===== config.mk =====
export PLATFORM = sky130hd
export DESIGN_NAME = gated_clkdiv_gate_ctrl
export DESIGN_NICKNAME = d
export VERILOG_FILES = /design/src/rtl/gated_clkdiv_gate_ctrl.sv
export SDC_FILE = /design/constraint.sdc
export NUM_CORES = 1
export LEC_CHECK = 0
export CAP_MARGIN = 0
export CORE_ASPECT_RATIO = 2
export CORE_UTILIZATION = 50
export DETAILED_ROUTE_END_ITERATION = 10
export PLACE_DENSITY = 0.72
export SYNTH_ARGS = -nofsm -noshare
export SYNTH_HDL_FRONTEND = slang
export SYNTH_SLANG_ARGS = --single-unit

===== constraint.sdc =====
create_clock -name CLK_IN -period 2.1 [get_ports CLK_IN]
set_clock_uncertainty 0.1 [all_clocks]
set_input_delay 0.315 -clock CLK_IN [delete_from_list [all_inputs] [get_ports CLK_IN]]
set_output_delay 0.315 -clock CLK_IN [all_outputs]
set_load 0.05 [all_outputs]

===== src/rtl/gated_clkdiv_gate_ctrl.sv =====
// Gate sequencer for a gated clock divider: opens the gate on request, waits for the
// divided clock to settle before granting, and closes it after an idle timeout.
module gated_clkdiv_gate_ctrl #(
  parameter int NREQ       = 4,
  parameter int CW         = 8,
  parameter int WAKE_EDGES = 2,
  parameter int MIN_ON     = 4,
  parameter int IDLE_EDGES = 3
) (
  input  logic            CLK_IN,
  input  logic            RST,
  input  logic [NREQ-1:0] REQ,
  input  logic            PREEDGE,
  output logic            CLK_GATE,
  output logic [NREQ-1:0] GNT,
  output logic [1:0]      STATE,
  output logic [CW-1:0]   ACTIVE_EDGES
);

  typedef enum logic [1:0] {
    OFF   = 2'd0,
    WAKE  = 2'd1,
    ON    = 2'd2,
    DRAIN = 2'd3
  } state_t;

  localparam logic [CW-1:0] ONE       = CW'(1);
  localparam logic [CW-1:0] CNT_MAX   = {CW{1'b1}};
  localparam logic [CW-1:0] WAKE_LAST = CW'(WAKE_EDGES - 1);
  localparam logic [CW-1:0] MIN_LAST  = CW'(MIN_ON - 1);
  localparam logic [CW-1:0] IDLE_LAST = CW'(IDLE_EDGES - 1);

  state_t          state_r, state_nxt_s;
  logic            tick_r;
  logic            gate_r, gate_nxt_s;
  logic [NREQ-1:0] gnt_r, gnt_nxt_s;
  logic [CW-1:0]   cnt_r, cnt_nxt_s;
  logic [CW-1:0]   idle_r, idle_nxt_s;
  logic [CW-1:0]   active_r;
  logic            req_any_s;

  // State register, counters and registered outputs
  always_ff @(posedge CLK_IN or negedge RST) begin
    if (!RST) begin
      state_r <= OFF;
      tick_r  <= 1'b0;
      gate_r  <= 1'b0;
      gnt_r   <= '0;
      cnt_r   <= '0;
      idle_r  <= '0;
    end else begin
      state_r <= state_nxt_s;
      tick_r  <= PREEDGE;
      gate_r  <= gate_nxt_s;
      gnt_r   <= gnt_nxt_s;
      cnt_r   <= cnt_nxt_s;
      idle_r  <= idle_nxt_s;
    end
  end

  // Next-state, counter and output decode
  always_comb begin
    state_nxt_s = state_r;
    gate_nxt_s  = gate_r;
    gnt_nxt_s   = '0;
    cnt_nxt_s   = cnt_r;
    idle_nxt_s  = idle_r;
    req_any_s   = |REQ;
    case (state_r)
      OFF: begin
        gate_nxt_s = 1'b0;
        if (tick_r && req_any_s) begin
          state_nxt_s = WAKE;
          gate_nxt_s  = 1'b1;
          cnt_nxt_s   = '0;
          idle_nxt_s  = '0;
        end else begin
          state_nxt_s = OFF;
        end
      end
      WAKE: begin
        gate_nxt_s = 1'b1;
        if (tick_r) begin
          if (cnt_r == WAKE_LAST) begin
            state_nxt_s = ON;
            cnt_nxt_s   = '0;
            idle_nxt_s  = '0;
          end else begin
            cnt_nxt_s = cnt_r + ONE;
          end
        end else begin
          cnt_nxt_s = cnt_r;
        end
      end
      ON: begin
        gate_nxt_s = 1'b1;
        gnt_nxt_s  = REQ;
        // idle holds at its threshold so a late MIN_ON still sees it
        if (req_any_s) begin
          idle_nxt_s = '0;
        end else if (tick_r && (idle_r != IDLE_LAST)) begin
          idle_nxt_s = idle_r + ONE;
        end else begin
          idle_nxt_s = idle_r;
        end
        if (tick_r) begin
          if (!req_any_s && (idle_r == IDLE_LAST) && (cnt_r >= MIN_LAST)) begin
            state_nxt_s = DRAIN;
            cnt_nxt_s   = '0;
            idle_nxt_s  = '0;
            gnt_nxt_s   = '0;
          end else if (cnt_r != CNT_MAX) begin
            cnt_nxt_s = cnt_r + ONE;
          end else begin
            cnt_nxt_s = cnt_r;
          end
        end else begin
          cnt_nxt_s = cnt_r;
        end
      end
      DRAIN: begin
        gate_nxt_s = 1'b1;
        if (tick_r) begin
          cnt_nxt_s  = '0;
          idle_nxt_s = '0;
          if (req_any_s) begin
            state_nxt_s = ON;
          end else begin
            state_nxt_s = OFF;
            gate_nxt_s  = 1'b0;
          end
        end else begin
          state_nxt_s = DRAIN;
        end
      end
      default: begin
        state_nxt_s = OFF;
        gate_nxt_s  = 1'b0;
        cnt_nxt_s   = '0;
        idle_nxt_s  = '0;
      end
    endcase
  end

  // Saturating count of slow edges that passed through an open gate
  always_ff @(posedge CLK_IN or negedge RST) begin
    if (!RST) begin
      active_r <= '0;
    end else if (tick_r && gate_r && (active_r != CNT_MAX)) begin
      active_r <= active_r + ONE;
    end else begin
      active_r <= active_r;
    end
  end

  assign CLK_GATE     = gate_r;
  assign GNT          = gnt_r;
  assign STATE        = state_r;
  assign ACTIVE_EDGES = active_r;

endmodule


After elaboration in Yosys (flattened, before gate mapping)
Cells that the tools add are included.
- bits in registers: 32
- logic and storage cells: 69
- output and inout port bits: 15
- reduce and logical (&&, ||, !) cells: 13
- equality and inequality tests: 15
- magnitude comparators: 1
- multiplexer cells: 30
- $add $sub $neg: 3
- operators with widths (operator ; number):
    $mux 8 ; 13
    $pmux 8 s4 ; 2
    $add 8x1->8 const B ; 3
    $ne 8x8->1 const B ; 2
    $mux 2 ; 6
    $mux 4 ; 3
    $ne 2x2->1 const B ; 6
    $eq 8x1->1 const B ; 1
    $eq 8x2->1 const B ; 1
    $ge 8x2->1 const B ; 1
    $ne 8x2->1 const B ; 1
    $pmux 2 s4 ; 1
    $reduce_and 4->1 ; 2
    $logic_and 1x1->1 ; 6
    $reduce_and 5->1 ; 1
    $eq 2x2->1 const B ; 2
    $mux 1 ; 4
    $reduce_or 4->1 ; 1
    $ne 3x3->1 const B ; 1
    $pmux 1 s3 ; 1
    $eq 2x1->1 const B ; 1
    $logic_not 2->1 ; 1
    $reduce_or 2->1 ; 1
    $logic_not 1->1 ; 1

Longest topological paths before layout
- word-level depth: 7
- gate-level depth with buffers: 7
- mapped depth without buffers: 7

Worst setup path after synthesis
OpenSTA, ideal clock, no wires.
- path type: register to register
- start point: register state_r[0] (netlist: STATE[0])
- end point: register cnt_r[0]
- data required time: 1921 ps
- arrival time: 2181 ps
- period minus slack after synthesis: 2360 ps
- path slack: -260 ps
- path buffers: 0
- cell stages (with the launch flop): 8
- cell sequence: dfrtp_1 -> inv_1 -> ha_1 -> or4b_1 -> o22ai_2 -> o2111ai_1 -> and2_1 -> mux2i_1
- longest elaborated chain between the ends: 3
- elaborated cells on any way between the ends: 11
- those cells by class: 8 x eq/ne; 1 x mux; 2 x reduce/logical
- RTL lines (item ; line ; RTL):
    start, declared ; 33 ; state_t state_r, state_nxt_s;
    start signal, assigned ; 52 ; state_r <= state_nxt_s;
    $eq 2x2->1, or another cell as far along ; 69 ; case (state_r)
    $ne 3x3->1 (no source line) / $ne 2x2->1 (equally long branches) ; n/a ;
    $reduce_and 5->1 (no source line) ; n/a ;
    end signal, assigned ; 56 ; cnt_r <= cnt_nxt_s;
    end, declared ; 37 ; logic [CW-1:0] cnt_r, cnt_nxt_s;
Parallel ways exist; a longest one is shown, timed or not.
A chain may end at the register's enable or synchronous reset.

Final worst setup path
- start point: register cnt_r[1]
- end point: register cnt_r[6]
- longest elaborated chain between the ends: 5
- elaborated cells on any way between the ends: 13
- those cells by class: 1 x add/sub; 1 x order compare; 3 x eq/ne; 6 x mux; 2 x reduce/logical
- RTL lines (item ; line ; RTL):
    $add 8x1->8 / $ge 8x2->1 (equally long branches) ; 89, 113, 107 ;
    $mux 8 / $logic_and 1x1->1 (equally long branches) ; 112, 107 ;
    $mux 8 ; 107 ; if (!req_any_s && (idle_r == IDLE_LAST) && (cnt_r >= MIN_LAST)) begin
    $mux 8 ; 106 ; if (tick_r) begin
    $pmux 8 s4 ; 69 ;
Parallel ways exist; a longest one is shown, timed or not. The select of a mux whose other input is x is not followed.

==> metrics.csv <==
metric;value;unit
max-slew-margin-rel;58.8;%
drv_slew;0;
max_freq;460;MHz
initial_core_util;52.3;%
dpl.hpwl;3.82;mm
grt_usage;28.3;%
grt_overflow;0;
die_w;45.4;µm
worst_slack;-71.6;ps
fin_nets;280;
fillers;240;
drive_gt1_share;36.6;%
antenna_found_initial;0;
ys_async_sr_fraction;100;%
die_y;88.9;µm
worstSetupEndpointType;flip-flop;
ios;22;
cts.sinks;32;
area_growth;49.5;%
drv_cap;0;
avgSynthCellArea;9.98;µm²
rsz0062_at_grt;true;
num_rows;31;
report.final.hold_viol_count;0;
worst-endpoint-arrival;2230;ps
cp_max_fo;7;
insertion_delay;290;ps
drcViolationCount;0;
synth_area_leaders;dfrtp_1 42%, ha_1 6.0%, xor2_1 3.7%;
portBuffers;21;
syn_nets;205;
cp_data_required_time;2160;ps
n_antenna_cell;0;
synth_area;1890;µm²
synthDistinctLibCells;47;
cts-root-buf;clkbuf_8;
leakagePower;0.00124;µW
synth_common_cells;32 x dfrtp_1, 14 x nand2_1, 13 x nand3_1;
outcome;finished, violations left;
vias;1865;
irDropWorstVdd;0.00106;V
htree_levels;2;
grt_max_degree;33;
clock_path_buffers;2;
synth_edf_count;0;
cts_buffers;5;
drt_iter0_drc;54;
violations;setup timing;
cts_tree;yes;
fin_crit_sh;103;%
criticalPathCategory;flip-flop to flip-flop;
hold-worst-slack;264;ps
ys_seq_area_share;42.4;%
final-setup-viol-count;8;
yosysTopAreaCellShare;42.4;%
wire_per_inst;17.6;µm
core-area;3610;µm²
synth_cells;189;
r2r_slack;-70;ps
grt_pass1_vias;1886;
place_ws;-323;ps
drt_wl_total;5.54;mm
hp-class;primary input to flip-flop;
post_drt_via_cell_ratio;5.94;
dr.pass1.iters;4;
synth-seq-cells;32;
max_slew.worst_pin.slew;614;ps
yosysTopAreaCell;dfrtp_1;
place_congestion;0.988;
synth_most_common_cell;dfrtp_1;
die_area;4040;µm²
cts.clk_slew.worst_paths;60;ps
start_kind;flip-flop;
p_per_area;1290;nW/µm²
final.setup.tns;-418;ps
grt_first_pass_wirelength;8.25;mm
antenna_left;0;
yosysWarnings;0;
ys.flop_type;dfrtp_1;
fin_crit;2170;ps
==> per-stage QoR <==
| step | std cells | area [µm²] | utilization (%) | power [µW] |
|---|---|---|---|---|
| 3_5_place_dp | 294 | 2440 | 67.8 | 2740 |
| 3_3_place_gp | 294 | 2440 | 67.8 | 2660 |
| 4_1_cts | 306 | 2640 | 73.3 | 3390 |
| 5_1_grt | 314 | 2820 | 78.2 | 3820 |
| 2_1_floorplan | 189 | 1910 | - | 2040 |
| 6_report | 314 | 2820 | 78.2 | 3640 |
==> cells by family (layout without fill, tap and decap cells) <==
family | after synthesis | in the layout | synth area share, %
simple gates | 73 | 73 | 22.5
compound gates | 49 | 49 | 19.7
flops | 32 | 32 | 42.4
xor+xnor | 13 | 13 | 6.03
buf+inv | 12 | 88 | 2.85
fa+ha+maj | 9 | 9 | 5.97
mux | 1 | 1 | 0.531
==> flip-flops by register name (all words and copies together), names as in the netlist <==
name          flops
cnt_r             8
idle_r            8
ACTIVE_EDGES      8
CLK_GATE          1
GNT               4
tick_r            1
STATE             2
==> critical path, cell delays in order (launching register included) <==
cell	delay, ps
dfrtp_1	390
inv_2	70
ha_2	160
or3b_4	400
buf_6	140
o211ai_4	220
buf_6	170
a31oi_1	80
o21ai_0	180
o311ai_1	130
==> repair_timing <==
item,4_1_cts,5_1_grt
hold buffers,0,0
setup buffers,4,8
endpoints found under the setup margin,21,20
cloned,0,0
resized for setup,24,26
pin swaps,6,8
==> power breakdown <==
part	switching, µW	internal [µW]
Clock	223	261
Sequential	120	750
Combinational	1310	978
==> path summary, 6_finish.rpt <==
| check | depth (start not counted) | from | to |
|---|---|---|---|
| setup reg to reg | 9 | cnt_r[1] | cnt_r[6] |
| min in group asynchronous | 2 | RST | cnt_r[1] |
| hold reg to reg | 1 | ACTIVE_EDGES[7] | ACTIVE_EDGES[7] |
| hold / removal | 2 | REQ[3] | GNT[3] |
| max in group asynchronous | 2 | RST | STATE[1] |
| setup / recovery | 9 | cnt_r[1] | cnt_r[6] |
==> routing by layer <==
layer	track usage [%]	routed length, µm
met3	5.71	202
met2	54.3	3310
met4	17.6	252
met1	24.2	1770
met5	0	0
==> cell usage in the layout, fill, tap and decap left out, drive strengths merged, types with 8 or more instances in the layout <==
cell type	netlist	layout
a31oi	8	8
buf	2	50
clkdlybuf4s50	0	19
dfrtp	32	32
ha	9	9
inv	9	9
nand2	14	14
nand3	13	13
nand4	10	10
nor2	10	10
o21ai	13	13
xor2	8	8
==> final cells by class <==
| class | instances | area, µm² | share of cell area, % |
|---|---|---|---|
| repair buffers | 71 | 606 | 21.5 |
| multi-input cells | 145 | 1220 | 43.4 |
| clock inverters | 2 | 10.0 | 0.355 |
| clock buffers | 6 | 82.6 | 2.93 |
| inverters | 9 | 33.8 | 1.20 |
| flip-flops and latches | 32 | 803 | 28.5 |
| well taps | 49 | 61.3 | 2.17 |
Note: power is estimated with default switching activity, not from simulation.
